## config.mk

```make
export PLATFORM = sky130hd
export DESIGN_NAME = uart_rx_16x
export DESIGN_NICKNAME = d
export VERILOG_FILES = /design/src/rtl/uart_rx_16x.sv
export SDC_FILE = /design/constraint.sdc
export NUM_CORES = 1
export LEC_CHECK = 0
export BUFFER_PORTS_ARGS = -buffer_cell sky130_fd_sc_hd__buf_2
export CAP_MARGIN = 20
export CELL_PAD_IN_SITES_DETAIL_PLACEMENT = 0
export CELL_PAD_IN_SITES_GLOBAL_PLACEMENT = 1
export CORE_MARGIN = 5
export CORE_UTILIZATION = 45
export DETAILED_ROUTE_END_ITERATION = 10
export GPL_ROUTABILITY_DRIVEN = 0
export HOLD_SLACK_MARGIN = 0.06
export PLACE_DENSITY = 0.8
export SYNTH_ARGS = -nofsm -noshare
export SYNTH_HDL_FRONTEND = slang
export SYNTH_SLANG_ARGS = --single-unit
```

## constraint.sdc

```tcl
create_clock -name clk -period 2.1 [get_ports clk]
set_clock_uncertainty 0.2 [all_clocks]
set_input_delay 0 -clock clk [delete_from_list [all_inputs] [get_ports clk]]
set_output_delay 0 -clock clk [all_outputs]
set_load 0.005 [all_outputs]
```

## src/rtl/uart_rx_16x.sv

```systemverilog
// uart_rx_16x: 16x-oversampled UART receiver (start, DBIT data LSB first,
// optional even parity, SB_TICK/16 stop bits).
// Optional feature macro: UART_RX_PARITY_EN. When defined, a PARITY state is
// inserted between DATA and STOP and parity_err reports an even-parity
// mismatch. When undefined, parity_err is tied low. The port list is the same
// in both builds.
module uart_rx_16x #(
    parameter int DBIT    = 8,
    parameter int SB_TICK = 16
) (
    input  logic            clk,
    input  logic            reset,
    input  logic            s_tick,
    input  logic            rx,
    output logic [DBIT-1:0] dout,
    output logic            rx_done_tick,
    output logic            frame_err,
    output logic            parity_err,
    output logic            busy
);

    localparam logic [2:0] IDLE   = 3'd0;
    localparam logic [2:0] START  = 3'd1;
    localparam logic [2:0] DATA   = 3'd2;
`ifdef UART_RX_PARITY_EN
    localparam logic [2:0] PARITY = 3'd3;
`endif
    localparam logic [2:0] STOP   = 3'd4;

    // Tick counts: middle of the start bit, end of a 16-tick bit, end of stop.
    localparam logic [4:0] S_MID  = 5'd7;
    localparam logic [4:0] S_LAST = 5'd15;
    localparam logic [4:0] S_STOP = 5'(SB_TICK - 1);
    localparam logic [3:0] N_LAST = 4'(DBIT - 1);

    logic            rx_meta_q, rx_s_q;
    logic [2:0]      state_q, state_d;
    logic [4:0]      s_q, s_d;
    logic [3:0]      n_q, n_d;
    logic [DBIT-1:0] shift_q, shift_d;
    logic [DBIT-1:0] dout_q, dout_d;
    logic            done_q, done_d;
    logic            ferr_q, ferr_d;
`ifdef UART_RX_PARITY_EN
    logic            par_q, par_d;
    logic            perr_q, perr_d;
`endif

    // Two-flop synchronizer for the asynchronous line; idles high out of reset.
    always_ff @(posedge clk) begin
        if (reset) begin
            rx_meta_q <= 1'b1;
            rx_s_q    <= 1'b1;
        end else begin
            rx_meta_q <= rx;
            rx_s_q    <= rx_meta_q;
        end
    end

    // Frame FSM: next-state, counters, shift register and output capture.
    always_comb begin
        state_d = state_q;
        s_d     = s_q;
        n_d     = n_q;
        shift_d = shift_q;
        dout_d  = dout_q;
        done_d  = 1'b0;
        ferr_d  = ferr_q;
`ifdef UART_RX_PARITY_EN
        par_d   = par_q;
        perr_d  = perr_q;
`endif
        case (state_q)
            IDLE: begin
                // Falling edge is acted on immediately, tick or not.
                if (!rx_s_q) begin
                    state_d = START;
                    s_d     = 5'd0;
                end
            end
            START: begin
                if (s_tick) begin
                    if (s_q == S_MID) begin
                        if (!rx_s_q) begin
                            state_d = DATA;
                            s_d     = 5'd0;
                            n_d     = 4'd0;
                        end else begin
                            // Line went back high before mid start bit: glitch.
                            state_d = IDLE;
                        end
                    end else begin
                        s_d = s_q + 5'd1;
                    end
                end
            end
            DATA: begin
                if (s_tick) begin
                    if (s_q == S_LAST) begin
                        s_d     = 5'd0;
                        shift_d = {rx_s_q, shift_q[DBIT-1:1]};
                        if (n_q == N_LAST) begin
`ifdef UART_RX_PARITY_EN
                            state_d = PARITY;
`else
                            state_d = STOP;
`endif
                        end else begin
                            n_d = n_q + 4'd1;
                        end
                    end else begin
                        s_d = s_q + 5'd1;
                    end
                end
            end
`ifdef UART_RX_PARITY_EN
            PARITY: begin
                if (s_tick) begin
                    if (s_q == S_LAST) begin
                        par_d   = rx_s_q;
                        s_d     = 5'd0;
                        state_d = STOP;
                    end else begin
                        s_d = s_q + 5'd1;
                    end
                end
            end
`endif
            STOP: begin
                if (s_tick) begin
                    if (s_q == S_STOP) begin
                        // Deliver the word even on a bad stop bit; flag it instead.
                        state_d = IDLE;
                        dout_d  = shift_q;
                        ferr_d  = ~rx_s_q;
                        done_d  = 1'b1;
`ifdef UART_RX_PARITY_EN
                        perr_d  = (^shift_q) ^ par_q;
`endif
                    end else begin
                        s_d = s_q + 5'd1;
                    end
                end
            end
            default: state_d = IDLE;
        endcase
    end

    // State and datapath registers.
    always_ff @(posedge clk) begin
        if (reset) begin
            state_q <= IDLE;
            s_q     <= 5'd0;
            n_q     <= 4'd0;
            shift_q <= '0;
            dout_q  <= '0;
            done_q  <= 1'b0;
            ferr_q  <= 1'b0;
`ifdef UART_RX_PARITY_EN
            par_q   <= 1'b0;
            perr_q  <= 1'b0;
`endif
        end else begin
            state_q <= state_d;
            s_q     <= s_d;
            n_q     <= n_d;
            shift_q <= shift_d;
            dout_q  <= dout_d;
            done_q  <= done_d;
            ferr_q  <= ferr_d;
`ifdef UART_RX_PARITY_EN
            par_q   <= par_d;
            perr_q  <= perr_d;
`endif
        end
    end

    assign dout         = dout_q;
    assign rx_done_tick = done_q;
    assign frame_err    = ferr_q;
    assign busy         = (state_q != IDLE);
`ifdef UART_RX_PARITY_EN
    assign parity_err   = perr_q;
`else
    assign parity_err   = 1'b0;
`endif

endmodule

```

# Word level (Yosys, flattened, before mapping)

Index checks and enable logic that the tools add are counted.

Logic and storage cells: 67
Flip-flop bits (word level): 32
Input port bits: 4
Output and inout bits: 12

Equal/unequal tests: 17
Bitwise gates (word level): 3
Mux-type cells: 26
Add/subtract/negate cells: 2
Reductions and logical operators: 10

Operators by type and width:

| kind                                           | number |
|---|---|
| two-way mux 5 bit                              | 7 |
| two-way mux 3 bit                              | 8 |
| two-way mux 4 bit                              | 6 |
| inequality test 2 bit (second input constant)  | 11 |
| case mux 5 bit (4 select lines)                | 1 |
| case mux 3 bit (4 select lines)                | 1 |
| case mux 4 bit (2 select lines)                | 1 |
| AND reduction 8 bit                            | 1 |
| AND reduction 7 bit                            | 1 |
| AND reduction 3 bit                            | 2 |
| adder 5 x 1 -> 5 bit (second input constant)   | 1 |
| == test 5 x 3 -> 1 bit (second input constant) | 1 |
| == test 5 x 4 -> 1 bit (second input constant) | 1 |
| AND reduction 5 bit                            | 1 |
| adder 4 x 1 -> 4 bit (second input constant)   | 1 |
| == test 4 x 3 -> 1 bit (second input constant) | 1 |
| nonzero test 4 bit                             | 1 |
| == test 3 x 1 -> 1 bit (second input constant) | 1 |
| == test 3 x 2 -> 1 bit (second input constant) | 1 |
| == test 3 bit (second input constant)          | 1 |
| zero test 3 bit                                | 1 |
| NOT 1 bit                                      | 3 |
| nonzero test 3 bit                             | 1 |
| OR reduction 3 bit                             | 1 |
| other kinds (3)                                | 3 |

# Depth between registers and ports, before layout

Word-level depth: 5
Gate-level depth with buffers: 7
Depth with buffers taken out: 7

# Worst setup path after synthesis

No wires, ideal clock.

Path type: flip-flop to flip-flop
From: register s_q[0]
To: register dout_q[0] (netlist: dout[0])
Required time: 1.772 ns
Slack: 0.183 ns
Clock period less this slack: 1.917 ns
Setup time: 0.128 ns
Arrival: 1.590 ns
Buffers on the path: 1
Cell stages (with the launch flop): 8
Cells stage by stage: dfxtp_1 > ha_1 > nand3b_2 > or2_4 > nor3_2 > buf_4 > mux2i_1 > nor2_1

Cells in the longest elaborated chain, start to end: 2

Ends and longest elaborated chain:

| what                                 | RTL line | source |
|---|---|---|
| start, declared                      | 38       | `logic [4:0] s_q, s_d;` |
| start signal, assigned               | 153      | `s_q <= 5'd0;` |
| start signal, assigned               | 165      | `s_q <= s_d;` |
| == test 5 x 4 -> 1 bit               | 131      | `if (s_q == S_STOP) begin` |
| AND reduction 3 bit (no source line) | -        |  |
| end signal, assigned                 | 168      | `dout_q <= dout_d;` |
| end, declared                        | 41       | `logic [DBIT-1:0] dout_q, dout_d;` |

No other way between the ends.
A chain may end at the register's enable or synchronous reset.

# Final worst setup path

From: register s_q[1]
To: register n_q[0]

Cells in the longest elaborated chain, start to end: 3

Ends and longest elaborated chain:

| what                                                                    | RTL line | source |
|---|---|---|
| == test 5 x 4 -> 1 bit / == test 5 x 3 -> 1 bit (equally long branches) | 99, 83   |  |
| inequality test 2 bit (no source line)                                  | -        |  |
| AND reduction 7 bit (no source line) *                                  | -        |  |
| end signal, assigned                                                    | 166      | `n_q <= n_d;` |
| end, declared                                                           | 39       | `logic [3:0] n_q, n_d;` |

Mark *: on every way between the ends. The rest lies on a longest branch, timed or not.

==> flow_metrics.env <==
export IMPL_status="completed"
export IMPL_placed_cells=243
export IMPL_syn_cell_area_sq_um=1702
export IMPL_timing_setup_tns_ns=0
export IMPL_synth_xor_area_share_pct=0.5147
export IMPL_path_buf_inv=1
export IMPL_cts_buffers=5
export IMPL_n_fill_cell=339
export IMPL_setup_violations=0
export IMPL_routed_wl_mm=3.470
export IMPL_finalCriticalPeriod_ns=1.991
export IMPL_grt_overflow=0
export IMPL_dieArea_sq_um=5112
export IMPL_syn_num_nets=190
export IMPL_grt_max_degree=19
export IMPL_hpwl_mm=2.581
export IMPL_mostFrequentLayoutCell="dfxtp_1"
export IMPL_synthToLayoutAreaGrowth_pct=15.22
export IMPL_fp_coreArea_sq_um=3661
export IMPL_highest_layer="met4"
export IMPL_drc=0
export IMPL_path_max_fanout=6
export IMPL_wl_met1_mm=1.465
export IMPL_cp_arrival_ns=1.96
export IMPL_period_share_pct=94.83
export IMPL_synth_edf_count=0
export IMPL_synth_compound_area_share_pct=16.25
export IMPL_p_leak_nw=0.7095
export IMPL_ys_ff_latch=32
export IMPL_ys_types=56
export IMPL_ant_nets=0
export IMPL_ys_warn_count=0
export IMPL_clkTransAtPathRegs_ns=0.07
export IMPL_worstSetupPathType="register to register"
export IMPL_multiInputGateArea_sq_um=945.9
export IMPL_io_buffers=14
export IMPL_synth_avg_cell_area_sq_um=9.299
export IMPL_layout_common_cells="31 x dfxtp_1, 27 x nor2_1, 18 x mux2i_1"
export IMPL_startpoint_type="register"
export IMPL_rows=22
export IMPL_track_usage_pct=15.27
export IMPL_synthCells=183
export IMPL_die_width_um=71.50
export IMPL_clock_path_buffers=2
export IMPL_final_nets=215
export IMPL_grt_pass1_vias=1356
export IMPL_synth_top_family_by_area="simple AND/OR/NAND/NOR gates"
export IMPL_cpMaxStageDelayCell="dfxtp_2"
export IMPL_antenna_cells=0
export IMPL_drv_cap=0
export IMPL_peakVddDrop_mv=0.4253
export IMPL_drive_above_1_share_pct=25.84
export IMPL_initial_core_util_pct=46.48
export IMPL_yosysSeqAreaShare_pct=37.65
export IMPL_hold_path_class="register to register"
export IMPL_p_total_mw=1.158
export IMPL_grt_pass1_wl_mm=6.182
export IMPL_max_freq_mhz=502.2
export IMPL_antenna_found_initial=0
export IMPL_synthSimpleGateAreaFrac_pct=25.59
export IMPL_wl_met2_mm=1.764
export IMPL_num_vias=1356
export IMPL_route_met3_wl_um=177
export IMPL_io_pins=16
export IMPL_synthArstFlopShare_pct=0
export IMPL_muxShareOfSynthArea_pct=10.59
export IMPL_synth_adder_area_share_pct=2.206
export IMPL_required_ns=2.07
export IMPL_via_per_inst=5.276
export IMPL_drtPass1Iterations=4
export IMPL_power_density_nw_per_um2=590.6
export IMPL_worst_path_largest_cell_delay_ns=0.36
export IMPL_htreeDepth=2
export IMPL_clock_sinks=32
export IMPL_cts_tree="done"
export IMPL_drt_iter0_markers=93
export IMPL_cts_root_buffer="clkbuf_8"
export IMPL_clk_latency_ns=0.28
export IMPL_wl_per_cell_um=13.50
export IMPL_synth_main_ff_cell="dfxtp_1"
export IMPL_fp_dieH_um=71.50
export IMPL_final_max_slew_viol_count=0
export IMPL_path_cells="ha_2 -> buf_4 -> nand4bb_1 -> and3_2 -> a221oi_4 -> mux2i_1 -> nor2_1"
export IMPL_setup_worst_path_end_class="register"
export IMPL_rsz0062_at_grt="false"
export IMPL_seq_area_sq_um=641.9
export IMPL_layoutNonFillerInstCount=257
export IMPL_path_delay_family="simple AND/OR/NAND/NOR gates"
export IMPL_finalHoldViolations=0
==> sequential cells by signal, indices dropped and copies added, names as in the netlist <==
signal,cells
state_q,3
frame_err,1
rx_meta_q,1
rx_done_tick,1
dout,8
shift_q,8
n_q,4
rx_s_q,1
s_q,5
==> stage by stage <==
stage / util [%] / instance area [sq um] / setup WS [ns] / hold WS, ns
finish: 53.55 / 1961 / 0.1087 / 0.2082
global route: 53.55 / 1961 / 0.02235 / 0.2266
CTS: 52.67 / 1928 / 0.06066 / 0.2092
detailed placement: 49.04 / 1795 / 0.07358 / -0.009954
global placement: 49.04 / 1795 / 0.1539 / -0.01068
floorplan: - / 1702 / 0.1829 / -0.09619
==> kinds of logic after synthesis <==
logic type	Yosys count
and+or+nand+nor	77
AOI/OAI and AO/OA	35
DFF	32
muxes	18
buffers and inverters	16
adders and majority gates	3
other	1
xor gates and xnor gates	1
==> final cells by class <==
type,instances,area share [%]
clock buffers,6,4.212
clock inverters,2,0.5105
inverters,6,1.149
multi-input cells,135,48.25
flip-flops and latches,32,32.74
well taps,48,3.063
repair buffers,28,10.08
==> what timing repair did <==
| action | 4_1_cts | 5_1_grt |
|---|---|---|
| hold buffers | 4 | 0 |
| endpoints found under the setup margin | 0 | 5 |
| endpoints found under the hold margin | 12 | 0 |
| gates resized for setup | 0 | 3 |
| buffers inserted | 0 | 2 |
==> synth_stat cells, drive strengths merged (4+ instances only) <==
master / number / area (sq um)
nor2: 28 / 112.6
nand2b: 5 / 31.28
nand2: 13 / 53.80
buf: 7 / 65.05
mux2i: 18 / 180.2
o21ai: 7 / 35.03
nor2b: 4 / 25.02
a21oi: 8 / 43.79
or2: 5 / 33.79
dfxtp: 32 / 640.6
inv: 6 / 22.52
nand3b: 5 / 41.29
nand3: 5 / 25.02
==> final timing paths <==
path                                            from                   to  slack [ns]  cells after the start
worst max-delay path             s_q[1]$_SDFFE_PP0P_  n_q[0]$_SDFFE_PP0P_        0.11                      7
worst min-delay path            rx_meta_q$_SDFF_PP1_    rx_s_q$_SDFF_PP1_        0.21                      1
worst max register to register   s_q[1]$_SDFFE_PP0P_  n_q[0]$_SDFFE_PP0P_        0.11                      7
worst min register to register  rx_meta_q$_SDFF_PP1_    rx_s_q$_SDFF_PP1_        0.21                      1
==> where the power goes <==
part	switching (mW)	internal, mW	total (mW)
registers	0.00584	0.611	0.616
clock network	0.215	0.261	0.476
logic	0.0360	0.0293	0.0653
==> layer usage <==
metal	GRT usage, %	up-vias
met4	7.724	0
met2	25.41	32
met5	0	-
met1	17.55	628
met3	4.769	6
li1	-	690
Note: power is estimated with default switching activity, not from simulation.
